==> config.mk <==
export PLATFORM = sky130hd
export DESIGN_NAME = axi_slv_mem_ctrl
export DESIGN_NICKNAME = d
export VERILOG_FILES = /design/src/rtl/axi_slv_ctrl_pkg.sv /design/src/rtl/axi_rr_arb2.sv /design/src/rtl/axi_slv_mem_ctrl.sv
export SDC_FILE = /design/constraint.sdc
export NUM_CORES = 1
export LEC_CHECK = 0
export ABC_CLOCK_PERIOD_IN_PS = 4750
export BUFFER_PORTS_ARGS = -buffer_cell sky130_fd_sc_hd__buf_2
export CELL_PAD_IN_SITES_DETAIL_PLACEMENT = 1
export CELL_PAD_IN_SITES_GLOBAL_PLACEMENT = 1
export CORE_ASPECT_RATIO = 0.9
export CORE_MARGIN = 2
export CORE_UTILIZATION = 35
export CTS_CLUSTER_SIZE = 12
export DETAILED_ROUTE_END_ITERATION = 16
export GPL_TIMING_DRIVEN = 0
export PLACE_DENSITY_LB_ADDON = 0.15
export SYNTH_ARGS = -nofsm -noshare
export SYNTH_HDL_FRONTEND = slang
export SYNTH_HIERARCHICAL = 1
export SYNTH_SLANG_ARGS = --single-unit
==> constraint.sdc <==
create_clock -name aclk -period 4.75 [get_ports aclk]
set_input_delay 0.95 -clock aclk [delete_from_list [all_inputs] [get_ports aclk]]
set_output_delay 0.95 -clock aclk [all_outputs]
set_load 0.005 [all_outputs]
==> src/rtl/axi_slv_ctrl_pkg.sv <==
// Shared types, AXI encodings and the beat address helper for the AXI slave SRAM controller.
package axi_slv_ctrl_pkg;

  typedef enum logic [2:0] {
    IDLE,
    WR_DATA,
    WR_RESP,
    RD_REQ,
    RD_DATA
  } state_t;

  localparam logic [1:0] BURST_FIXED = 2'b00;
  localparam logic [1:0] BURST_INCR  = 2'b01;
  localparam logic [1:0] BURST_WRAP  = 2'b10;

  localparam logic [1:0] RESP_OKAY   = 2'b00;
  localparam logic [1:0] RESP_SLVERR = 2'b10;

  // Burst attributes captured at the address handshake.
  typedef struct packed {
    logic [3:0] id;
    logic [7:0] len;
    logic [2:0] size;
    logic [1:0] burst;
  } hdr_t;

  // Callers truncate the result back to their own address width.
  function automatic logic [63:0] beat_next_addr(input logic [63:0] addr,
                                                 input logic [2:0]  size,
                                                 input logic [1:0]  burst);
    if (burst == BURST_INCR) begin
      return addr + (64'd1 << size);
    end
    return addr;
  endfunction

endpackage

==> src/rtl/axi_rr_arb2.sv <==
// Two-requester round-robin arbiter; grant is combinational, pointer moves on accept.
// Pointer 0 favours requester 0 (write) and is the reset state.
module axi_rr_arb2 (
  input  logic       aclk,
  input  logic       areset,
  input  logic [1:0] req,
  input  logic       accept,
  output logic [1:0] grant
);

  logic ptr_q;

  assign grant[0] = req[0] && (!req[1] || !ptr_q);
  assign grant[1] = req[1] && (!req[0] ||  ptr_q);

  always_ff @(posedge aclk or posedge areset) begin
    if (areset) begin
      ptr_q <= 1'b0;
    end else if (accept) begin
      // Hand priority to the side that did not just win.
      ptr_q <= grant[0];
    end
  end

endmodule

==> src/rtl/axi_slv_mem_ctrl.sv <==
// AXI slave sharing one single-port SRAM between write and read bursts, one burst in flight.
// AW->wready next cycle, last W->bvalid next cycle, AR->rvalid two cycles; B/R held until ready.
module axi_slv_mem_ctrl
  import axi_slv_ctrl_pkg::*;
#(
  parameter int ADDR_WIDTH = 32,
  parameter int DATA_WIDTH = 32,
  parameter int MEM_DEPTH  = 1024
) (
  input  logic                         aclk,
  input  logic                         areset,

  input  logic [3:0]                   awid,
  input  logic [ADDR_WIDTH-1:0]        awaddr,
  input  logic [7:0]                   awlen,
  input  logic [2:0]                   awsize,
  input  logic [1:0]                   awburst,
  input  logic                         awvalid,
  output logic                         awready,

  input  logic [3:0]                   wid,
  input  logic [DATA_WIDTH-1:0]        wdata,
  input  logic [DATA_WIDTH/8-1:0]      wstrb,
  input  logic                         wlast,
  input  logic                         wvalid,
  output logic                         wready,

  output logic [3:0]                   bid,
  output logic [1:0]                   bresp,
  output logic                         bvalid,
  input  logic                         bready,

  input  logic [3:0]                   arid,
  input  logic [ADDR_WIDTH-1:0]        araddr,
  input  logic [7:0]                   arlen,
  input  logic [2:0]                   arsize,
  input  logic [1:0]                   arburst,
  input  logic                         arvalid,
  output logic                         arready,

  output logic [3:0]                   rid,
  output logic [DATA_WIDTH-1:0]        rdata,
  output logic [1:0]                   rresp,
  output logic                         rlast,
  output logic                         rvalid,
  input  logic                         rready,

  output logic                         mem_en,
  output logic                         mem_we,
  output logic [$clog2(MEM_DEPTH)-1:0] mem_addr,
  output logic [DATA_WIDTH-1:0]        mem_wdata,
  output logic [DATA_WIDTH/8-1:0]      mem_wstrb,
  input  logic [DATA_WIDTH-1:0]        mem_rdata
);

  localparam int STRB_W = DATA_WIDTH / 8;
  localparam int OFFS   = $clog2(STRB_W);
  localparam int MEM_AW = $clog2(MEM_DEPTH);

  state_t                state_q, state_d;
  hdr_t                  hdr_q, hdr_in;
  logic [ADDR_WIDTH-1:0] addr_q, addr_in, word_idx;
  logic [7:0]            cnt_q;
  logic                  burst_err_q, burst_err_in;
  logic                  err_q, err_next;
  logic                  rd_zero_q;
  logic [1:0]            arb_req, arb_grant;
  logic                  take_aw, take_ar;
  logic                  last_beat, oob, beat_err;
  logic                  wr_fire, rd_fire, rd_adv, beat_adv;
  logic                  unused_ok;

  // The write data ID is not used by this AXI4-style slave.
  assign unused_ok = ^wid;

  assign arb_req = (state_q == IDLE) ? {arvalid, awvalid} : 2'b00;

  axi_rr_arb2 u_arb (
    .aclk   (aclk),
    .areset (areset),
    .req    (arb_req),
    .accept (|arb_grant),
    .grant  (arb_grant)
  );

  assign take_aw = arb_grant[0];
  assign take_ar = arb_grant[1];
  assign awready = take_aw;
  assign arready = take_ar;

  assign hdr_in  = take_ar ? hdr_t'{id: arid, len: arlen, size: arsize, burst: arburst}
                           : hdr_t'{id: awid, len: awlen, size: awsize, burst: awburst};
  assign addr_in = take_ar ? araddr : awaddr;

  // Burst-wide errors are known at the handshake and poison every beat.
  assign burst_err_in = !(hdr_in.burst == BURST_FIXED || hdr_in.burst == BURST_INCR) ||
                        (hdr_in.size > 3'(OFFS));

  assign word_idx  = addr_q >> OFFS;
  assign oob       = (word_idx >= ADDR_WIDTH'(MEM_DEPTH));
  assign last_beat = (cnt_q == hdr_q.len);
  assign wr_fire   = (state_q == WR_DATA) && wvalid;
  assign rd_fire   = (state_q == RD_REQ);
  assign beat_err  = burst_err_q || oob ||
                     ((state_q == WR_DATA) && (wlast != last_beat));
  assign err_next  = err_q || ((wr_fire || rd_fire) && beat_err);
  assign rd_adv    = (state_q == RD_DATA) && rready && !last_beat;
  assign beat_adv  = (wr_fire && !last_beat) || rd_adv;

  always_comb begin
    state_d = state_q;
    unique case (state_q)
      IDLE: begin
        if (take_aw) begin
          state_d = WR_DATA;
        end else if (take_ar) begin
          state_d = RD_REQ;
        end
      end
      WR_DATA: begin
        if (wvalid && last_beat) begin
          state_d = WR_RESP;
        end
      end
      WR_RESP: begin
        if (bready) begin
          state_d = IDLE;
        end
      end
      RD_REQ: begin
        state_d = RD_DATA;
      end
      RD_DATA: begin
        if (rready) begin
          state_d = last_beat ? IDLE : RD_REQ;
        end
      end
      default: begin
        state_d = IDLE;
      end
    endcase
  end

  // SRAM strobes and address are zero whenever no access is issued.
  always_comb begin
    wready    = (state_q == WR_DATA);
    mem_en    = 1'b0;
    mem_we    = 1'b0;
    mem_addr  = '0;
    mem_wdata = '0;
    mem_wstrb = '0;
    rdata     = '0;
    if (wr_fire && !beat_err) begin
      mem_en    = 1'b1;
      mem_we    = 1'b1;
      mem_addr  = word_idx[MEM_AW-1:0];
      mem_wdata = wdata;
      mem_wstrb = wstrb;
    end
    if (rd_fire && !beat_err) begin
      mem_en   = 1'b1;
      mem_addr = word_idx[MEM_AW-1:0];
    end
    if ((state_q == RD_DATA) && !rd_zero_q) begin
      rdata = mem_rdata;
    end
  end

  always_ff @(posedge aclk or posedge areset) begin
    if (areset) begin
      state_q     <= IDLE;
      hdr_q       <= '0;
      addr_q      <= '0;
      cnt_q       <= 8'd0;
      burst_err_q <= 1'b0;
      err_q       <= 1'b0;
      rd_zero_q   <= 1'b0;
      bvalid      <= 1'b0;
      bid         <= '0;
      bresp       <= RESP_OKAY;
      rvalid      <= 1'b0;
      rid         <= '0;
      rresp       <= RESP_OKAY;
      rlast       <= 1'b0;
    end else begin
      state_q <= state_d;
      if (take_aw || take_ar) begin
        hdr_q       <= hdr_in;
        addr_q      <= addr_in;
        cnt_q       <= 8'd0;
        burst_err_q <= burst_err_in;
        err_q       <= 1'b0;
      end else begin
        err_q <= err_next;
        // The counter stops at len, so a 256-beat burst never wraps it.
        if (beat_adv) begin
          cnt_q  <= cnt_q + 8'd1;
          addr_q <= ADDR_WIDTH'(beat_next_addr(64'(addr_q), hdr_q.size, hdr_q.burst));
        end
      end
      if (rd_fire) begin
        rd_zero_q <= beat_err;
      end
      bvalid <= (state_d == WR_RESP);
      bid    <= (state_d == WR_RESP) ? hdr_q.id : 4'd0;
      bresp  <= ((state_d == WR_RESP) && err_next) ? RESP_SLVERR : RESP_OKAY;
      rvalid <= (state_d == RD_DATA);
      rid    <= (state_d == RD_DATA) ? hdr_q.id : 4'd0;
      rresp  <= ((state_d == RD_DATA) && err_next) ? RESP_SLVERR : RESP_OKAY;
      rlast  <= (state_d == RD_DATA) && last_beat;
    end
  end

endmodule
==> summary.txt, run 1 <==
Run status
  • Status: completed

Timing
  • Max-slew violation count: 0
  • Layout Skew: 0.00772 ns
  • Max-slew headroom: 0.467
  • Max Freq: 0.268 GHz
  • Final Hold Viols: 0
  • Unrepaired setup endpoints after global routing: no
  • Worst Max-Slew Pin Slew: 0.799 ns
  • Final Cycle Share: 0.786
  • # setup viols final: 0
  • Final min period: 3.73 ns
  • Worst hold slack: 0.461 ns
  • Total negative slack: 0 ns

Detailed routing
  • DR vias: 5648
  • Vias/cell: 5.21
  • Detailed-route DRC error count: 0
  • WL final: 22500 um
  • DR WL/cell: 20.7 um
  • Final ANT Viol Nets: 0
  • Starting DRT DRC Count: 217
  • First-pass detailed-route iteration total: 5

Floorplan
  • Initial core utilization: 0.357
  • I/O pin cnt: 276
  • Width of the die: 133 um
  • Row cnt: 42
  • Die extent in y: 120 um
  • Core Area: 14700 um^2
  • Die ar.: 15900 um^2

Finish
  • Commonest non-fill, non-tap cell in the layout: buf_2
  • Most frequent cells in the layout: buf_2 (275), and2_1 (88), dfrtp_1 (77)
  • Finished Layout Cells: 1085
  • Share of cells above drive strength 1: 0.356
  • Area delta synth->final: 37.2%
  • Fin nets: 1068

Power and ir drop
  • Pwr dens: 543 nW/um^2
  • Overall Power: 3890 uW
  • P_leak: 0.00347 uW
  • Max IR drop VDD: 0.240 mV

Critical path
  • Worst setup SP type: flip-flop
  • Register-to-register setup slack: 1.14 ns
  • Required time worst endpoint: 3.80 ns
  • Critical Path AT: 2.78 ns
  • FF-to-FF Start: state_q[1]
  • CP Class: flip-flop to output port
  • RR Endpoint: addr_q[8]
  • Crit Path Max Fanout: 10
  • Beginning of the critical path: cnt_q[3]
  • Crit path to: mem_addr[3]
  • R2r worst-path depth: 9
  • CP endpoint kind: output port

GRT
  • Grt ovf: 0
  • Antenna violations before repair: 2
  • First-pass GRT wire length: 34300 um
  • Vias in the first global route: 6097
  • Pin count of the biggest net entering global routing: 40
  • Gr usage total: 0.282

Logic synthesis
  • Netlist cell types: 61
  • Post-synthesis cell area: 5230 um^2
  • Synth area leaders: dfrtp_1 (37%), and2_1 (11%), xnor2_1 (5.5%), mux2i_1 (4.4%), a211oi_1 (4.0%)
  • Post-synthesis register bit count: 77
  • Synth Instances: 598
  • Biggest area consumer among synthesized cells: dfrtp_1
  • Syn_area_per_cell: 8.74 um^2
  • Warnings from Yosys: 6
  • Post-synth top area share: 0.369
  • Post-synth EDFFs: 0
  • Most used DFF post-synth: dfrtp_1
  • Register area share after synthesis: 0.369
  • Post-synth ARST share: 1.00

Clock tree
  • Clock Latency Late Sink: 0.34 ns
  • CTS clk-pin slew, worst paths: 0.06 ns
  • CTS sink count: 77
  • CTS tree: built
  • Root buf cell: clkbuf_16
  • Post-cts resize count: 0
  • Number of setup buffers added after CTS: 0
  • Cts hold-fix bufs: 0
  • H-tree levels: 3
  • CTS Buf Count: 9
  • Clk buf depth: 2

Hold path
  • Hold WC Path Type: primary input to async pin

Placed design
  • Placer congestion estimate: 0.923
  • PortBufs: 269
  • DPL Wire Length: 18100 um
  • Placed Cells: 1067

Run
  • Max-Cap Viols: 0
[sequential cells by signal, indices dropped and copies added, names as in the netlist]
register / cells
addr_q: 32
hdr_q: 17
cnt_q: 8
bid: 4
rid: 4
state_q: 3
bresp: 1
burst_err_q: 1
bvalid: 1
err_q: 1
rd_zero_q: 1
rlast: 1
rresp: 1
rvalid: 1
u_arb/ptr_q: 1
[synth_stat cells (4+ instances only)]
master,number
o21ai_0,28
clkbuf_1,24
o22ai_1,5
buf_1,4
a211oi_1,28
nand4_1,6
and2_1,88
mux2i_1,23
nor2b_1,21
xnor2_1,33
ha_1,9
nand3_1,5
nor4_1,16
a21oi_1,42
dfrtp_1,77
buf_4,4
nand2_1,50
nor2_1,36
inv_1,12
nor3_1,13
xor2_1,5
buf_2,6
[where the power goes]
group	internal, uW	leakage [uW]	switching [uW]	total, uW
clock network	477	0.000154	282	758
logic	761	0.00238	1180	1940
registers	931	0.000943	260	1190
[critical path, cell delays in order (launching register included)]
cell	delay, ns
dfrtp_1	0.43
xnor2_1	0.20
nand4_1	0.23
or2_1	0.26
buf_2	0.16
xnor2_2	0.17
a211oi_1	0.34
buf_2	0.33
and2_1	0.19
buf_2	0.11
[cells by family after synthesis]
family,after synthesis,share of synthesized area
multiplexers,24,0.0469
XOR/XNOR,39,0.0668
other,1,0.000717
flip-flops,77,0.369
adder cells (fa/ha/maj),10,0.0254
AO/OA/AOI/OAI,131,0.157
AND/OR/NAND/NOR,261,0.287
buffers and inverters,55,0.0481
[how the worst min path moves through the flow]
| stage | to | slack (ns) |
|---|---|---|
| floorplan | rd_zero_q | 0.45 |
| global placement | rd_zero_q | 0.47 |
| detailed placement | rid[1] | 0.51 |
| CTS | u_arb/ptr_q | 0.45 |
| global route | u_arb/ptr_q | 0.46 |
| finish | u_arb/ptr_q | 0.46 |
[final cells by class]
class | instances | area (um^2)
flip-flops and latches | 77 | 1930
clock buffers | 13 | 250
inverters | 14 | 55.1
well taps | 198 | 248
multi-input cells | 467 | 3050
repair buffers | 270 | 1370
clock inverters | 3 | 68.8
plain buffers | 41 | 199
fillers | 1853 | 7490
diodes | 2 | 5.00
[per-layer routing]
layer | share of wire | global-route usage | up-vias
met5 | 0 | 0 | -
met4 | 0.024 | 0.102 | 0
met3 | 0.061 | 0.0524 | 27
met2 | 0.51 | 0.508 | 211
met1 | 0.40 | 0.336 | 2751
li1 | - | - | 2659
[through the flow]
step / utilization / worst slack [ns] / instance area (um^2)
after CTS: 0.489 / 1.00 / 7170
after detailed placement: 0.467 / 1.08 / 6850
final: 0.489 / 1.02 / 7170
after global routing: 0.489 / 0.704 / 7170
after global placement: 0.466 / 0.858 / 6830
after floorplan: - / 1.86 / 5230
No activity file was read; power rests on OpenSTA's default activity.
==> inputs of run 2 (changes only) <==
ABC_CLOCK_PERIOD_IN_PS = 3000   (was 4750)
CORE_UTILIZATION = 29   (was 35)
clock period = 3 ns   (was 4.75 ns; I/O delays follow)
==> run 2 against run 1 <==
Net effect: the flow now finishes with violations (setup timing); utilization decreased by 5.0 points; setup slack got worse by 1.1 ns; clock skew increased by 0.00092 ns; highest routed layer unchanged.
==> summary.txt, run 2 (synthesis results as in run 1) <==
Power and ir drop
  • P_leak: 0.00369 uW
  • Overall Power: 6400 uW
  • Max IR drop VDD: 0.350 mV
  • Pwr dens: 825 nW/um^2

Timing
  • Layout Skew: 0.00864 ns
  • Unrepaired setup endpoints after global routing: yes
  • Final Cycle Share: 1.02
  • Max Freq: 0.327 GHz
  • Final Hold Viols: 0
  • # setup viols final: 37
  • Max-slew headroom: 0.485
  • Max-slew violation count: 0
  • Worst Slack Setup Final: -0.0558 ns
  • Worst Max-Slew Pin Slew: 0.773 ns
  • Final min period: 3.06 ns

Placed design
  • Placer congestion estimate: 0.939
  • DPL Wire Length: 17600 um
  • PortBufs: 269
  • Worst slack at placement: -0.492 ns

Clock tree
  • CTS tree: built
  • CTS sink count: 77
  • Clk buf depth: 2
  • Root buf cell: clkbuf_16
  • CTS Buf Count: 9
  • Clock Latency Late Sink: 0.35 ns
  • H-tree levels: 3
  • CTS clk-pin slew, worst paths: 0.06 ns

GRT
  • Vias in the first global route: 6001
  • Pin count of the biggest net entering global routing: 49
  • Antenna violations before repair: 2
  • First-pass GRT wire length: 35000 um
  • Grt ovf: 0
  • Gr usage total: 0.235

Run
  • Max-Cap Viols: 0

Finish
  • Max FFs per register: 32
  • Filler cell count: 2156
  • Area delta synth->final: 48.5%
  • Registers with the most flip-flops: addr_q (32), hdr_q (17), cnt_q (8)
  • Most frequent cells in the layout: buf_2 (253), and2_1 (68), dfrtp_1 (68)
  • Share of cells above drive strength 1: 0.434
  • Commonest non-fill, non-tap cell in the layout: buf_2
  • Most flop-heavy register: addr_q
  • Fin nets: 1091

Detailed routing
  • Starting DRT DRC Count: 188
  • Detailed-route DRC error count: 0
  • Final ANT Viol Nets: 0
  • First-pass detailed-route iteration total: 4
  • DR WL/cell: 19.7 um
  • DR vias: 5677
  • Vias/cell: 4.95
  • WL final: 22600 um

Critical path
  • Max stage delay on crit path: 0.53 ns
  • Slowest CP cell: or4_4
  • Buf/Inv on CP: 4
  • Worst setup SP type: flip-flop
  • Critical Path AT: 2.46 ns
  • Cells along the critical path: or4_4 > nor4_4 > inv_2 > a211oi_4 > buf_6 > buf_8 > and2_1 > buf_2
  • CP endpoint kind: output port
  • Top Family by Delay on Critical Path: simple AND/OR/NAND/NOR gates
  • Crit Path Max Fanout: 5
  • CP Class: flip-flop to output port
  • Required time worst endpoint: 2.40 ns

Floorplan
  • Width of the die: 146 um
  • Die extent in y: 131 um
  • Core Area: 17700 um^2
  • Die ar.: 19100 um^2
  • I/O pin cnt: 276
  • Row cnt: 46
  • Initial core utilization: 0.296

Run status
  • Status: finished with violations
  • Failing checks: setup timing

Hold path
  • Hold WC Path Type: primary input to async pin
## run 2: cell count changes in the layout (fill, tap and decap cells not counted), moves of 16 or more
cell	previous run	this run
and2_1	88	68
and2_4	0	20
buf_6	3	25
clkbuf_1	27	11
buf_4	4	23
buf_2	275	253
## run 2: what timing repair did
| item | in CTS | in global routing |
|---|---|---|
| pin swaps | 14 | 2 |
| hold buffers | 0 | 0 |
| cloned | 2 | 1 |
| resized for setup | 59 | 41 |
| setup buffers | 15 | 9 |
| endpoints found under the setup margin | 88 | 84 |
## run 2: through the flow
| stage | instances | TNS [ns] | utilization | cell area, um^2 | hold WS [ns] |
|---|---|---|---|---|---|
| after CTS | 1140 | -1.53 | 0.427 | 7550 | 0.109 |
| after detailed placement | 1109 | -10.76 | 0.391 | 6910 | 0.475 |
| final | 1148 | -0.918 | 0.440 | 7770 | 0.117 |
| after global routing | 1148 | -3.81 | 0.440 | 7770 | 0.121 |
| after floorplan | 599 | 0 | - | 5230 | 0.329 |
| after global placement | 1108 | -55.84 | 0.389 | 6880 | 0.452 |
## run 2: cell type report
type	count	area, um^2	area share
repair buffers	297	1760	0.227
clock inverters	4	47.5	0.00612
multi-input cells	467	3180	0.409
plain buffers	37	226	0.0292
well taps	240	300	0.0387
flip-flops and latches	77	1940	0.250
diodes	1	2.50	0.000322
clock buffers	11	253	0.0325
inverters	14	58.8	0.00757
## run 2: path summary, 6_finish.rpt
kind	from	endpoint	slack [ns]	cells past startpoint
min in group aclk	arid[2]	hdr_q[15]	0.46	3
max	addr_q[15]	mem_addr[7]	-0.06	8
min	areset	u_arb/ptr_q	0.12	2
max in group asynchronous	areset	cnt_q[0]	2.10	3
min reg2reg	hdr_q[14]	bid[1]	0.51	1
max reg2reg	state_q[1]	addr_q[8]	0.25	9
## run 2: where the power goes
part	total, uW	leakage (uW)	switching, uW	internal [uW]
Combinational	3350	0.00261	1920	1430
Sequential	1920	0.000933	438	1480
Clock	1140	0.000147	454	683
## run 2: routing by layer
metal | vias up | part of all wire | track usage | wire length, um
met5 | - | 0 | 0 | 0
met4 | 0 | 0.031 | 0.0871 | 705
met3 | 40 | 0.051 | 0.0483 | 1170
met2 | 201 | 0.49 | 0.402 | 11000
met1 | 2740 | 0.43 | 0.293 | 9710
li1 | 2696 | - | - | -
==> inputs of run 3 (changes only) <==
GPL_TIMING_DRIVEN = not set   (was 0)
==> run 3 against run 2 <==
Net effect: the flow still finishes with violations (setup timing); sequential power is 3% higher; clock power is 5% higher; combinational power is 9.0% lower; sequential share of layout area is 0.65 points higher; cell area is 2.8% lower; largest cell class unchanged.
==> summary.txt, run 3 (synthesis results as in run 1) <==
Run status
  • Status: finished with violations
  • Failing checks: setup timing

Power and ir drop
  • Overall Power: 6220 uW
  • Net Sw Frac: 0.425
  • Max IR drop VDD: 0.401 mV
  • Pwr dens: 824 nW/um^2
  • P_leak: 0.00359 uW
  • Clock network fraction of total power: 0.193
  • NetSw: 2650 uW
  • Combinational share of power: 0.491
  • Flop pwr share: 0.316
  • Int Pwr: 3580 uW

Detailed routing
  • WL final: 20400 um
  • Detailed-route DRC error count: 0
  • Vias/cell: 4.96
  • First-pass detailed-route iteration total: 4
  • Final ANT Viol Nets: 0
  • DR WL/cell: 18.2 um
  • DR vias: 5542
  • Starting DRT DRC Count: 165

Finish
  • Registers with the most flip-flops: addr_q (32), hdr_q (17), cnt_q (8)
  • Fin nets: 1058
  • Most frequent cells in the layout: buf_2 (255), and2_1 (74), dfrtp_1 (72)
  • Filler cell count: 2171
  • Share of cells above drive strength 1: 0.415
  • Area delta synth->final: 44.4%
  • Most flop-heavy register: addr_q
  • Max FFs per register: 32
  • Finished Layout Cells: 1118
  • Commonest non-fill, non-tap cell in the layout: buf_2

Critical path
  • CP endpoint kind: output port
  • FF-to-FF Start: hdr_q[4]
  • Required time worst endpoint: 2.40 ns
  • Beginning of the critical path: addr_q[15]
  • Worst setup SP type: flip-flop
  • R2r worst-path depth: 10
  • RR Endpoint: addr_q[16]
  • Crit path to: mem_wdata[2]
  • Critical Path AT: 2.41 ns
  • Register-to-register setup slack: 0.30 ns
  • CP Class: flip-flop to output port
  • Crit Path Max Fanout: 9

Floorplan
  • Row cnt: 46
  • Initial core utilization: 0.296
  • Core Area: 17700 um^2
  • Width of the die: 146 um
  • Die ar.: 19100 um^2
  • Die extent in y: 131 um
  • I/O pin cnt: 276

Timing
  • Max Freq: 0.332 GHz
  • Max-slew headroom: 0.420
  • Layout Skew: 0.00850 ns
  • Total negative slack: -0.0276 ns
  • Final Cycle Share: 1.00
  • Final Hold Viols: 0
  • Worst Max-Slew Pin Slew: 0.870 ns
  • Max-slew violation count: 0
  • Final min period: 3.01 ns
  • Unrepaired setup endpoints after global routing: yes
  • Worst hold slack: 0.0945 ns
  • # setup viols final: 4
  • Worst Slack Setup Final: -0.0117 ns

Clock tree
  • Root buf cell: clkbuf_16
  • CTS sink count: 77
  • Clk buf depth: 2
  • CTS clk-pin slew, worst paths: 0.06 ns
  • Clock Latency Late Sink: 0.35 ns
  • H-tree levels: 3
  • CTS Buf Count: 9
  • CTS tree: built

GRT
  • Pin count of the biggest net entering global routing: 52
  • Gr usage total: 0.211
  • Grt ovf: 0
  • Antenna violations before repair: 3
  • First-pass GRT wire length: 32000 um
  • Vias in the first global route: 5798

Placed design
  • PortBufs: 269
  • Placed Cells: 1091
  • Placer congestion estimate: 0.911
  • Worst slack at placement: 0.275 ns
  • DPL Wire Length: 16100 um

Hold path
  • Hold WC Path Type: primary input to async pin

Run
  • Max-Cap Viols: 0
## run 3: cell types whose count changed in the layout (fill, tap and decap cells not counted), sizes merged
cell,previous run,this run
clkbuf,35,12
buf,310,300
diode,1,3
bufinv,1,2
## run 3: metrics by stage
step / util / cell area [um^2]
final: 0.427 / 7550
after global routing: 0.427 / 7550
after CTS: 0.418 / 7390
after detailed placement: 0.393 / 6950
after global placement: 0.393 / 6950
after floorplan: - / 5230
## run 3: how the worst min path moves through the flow
stage | startpoint | end | slack [ns] | cells after the start
after global placement | areset | u_arb/ptr_q | 0.46 | 2
after detailed placement | areset | u_arb/ptr_q | 0.46 | 2
final | areset | u_arb/ptr_q | 0.09 | 2
after floorplan | areset | u_arb/ptr_q | 0.33 | 1
after global routing | areset | u_arb/ptr_q | 0.1 | 2
after CTS | areset | u_arb/ptr_q | 0.08 | 2
## run 3: final cells by class
cell class	instances	area [um^2]	area share
diodes	3	7.51	0.000994
clock buffers	11	243	0.0322
clock inverters	5	83.8	0.0111
inverters	14	52.6	0.00696
multi-input cells	467	3160	0.419
flip-flops and latches	77	1930	0.256
well taps	240	300	0.0398
repair buffers	301	1770	0.234
## run 3: timing repair
| action | CTS | global route |
|---|---|---|
| gates cloned | 1 | 1 |
| buffers inserted | 5 | 1 |
| pin swaps | 5 | 2 |
| setup endpoints to repair | 46 | 48 |
| resized for setup | 10 | 30 |
| hold buffers | 0 | 0 |
## run 3: critical path, stage by stage, from the launching register on
cell	delay, ns
dfrtp_2	0.44
or4_4	0.54
nor4_4	0.30
inv_2	0.10
nor3_4	0.15
buf_12	0.15
clkbuf_16	0.14
and2_1	0.13
buf_2	0.11
## run 3: power groups by stage
| stage | Sequential [uW] | Clock (uW) | Combinational (uW) |
|---|---|---|---|
| global route | 2040 | 1270 | 3430 |
| CTS | 1960 | 1230 | 3080 |
| detailed placement | 1980 | 0 | 3000 |
| global placement | 1960 | 0 | 2870 |
| finish | 1970 | 1200 | 3050 |
| floorplan | 1760 | 0 | 2100 |
## run 3: per-layer routing
metal	up-vias	track usage	part of all wire
met2	172	0.367	0.49
met5	-	0	0
met3	32	0.0493	0.047
met4	0	0.0795	0.037
li1	2623	-	-
met1	2715	0.252	0.42
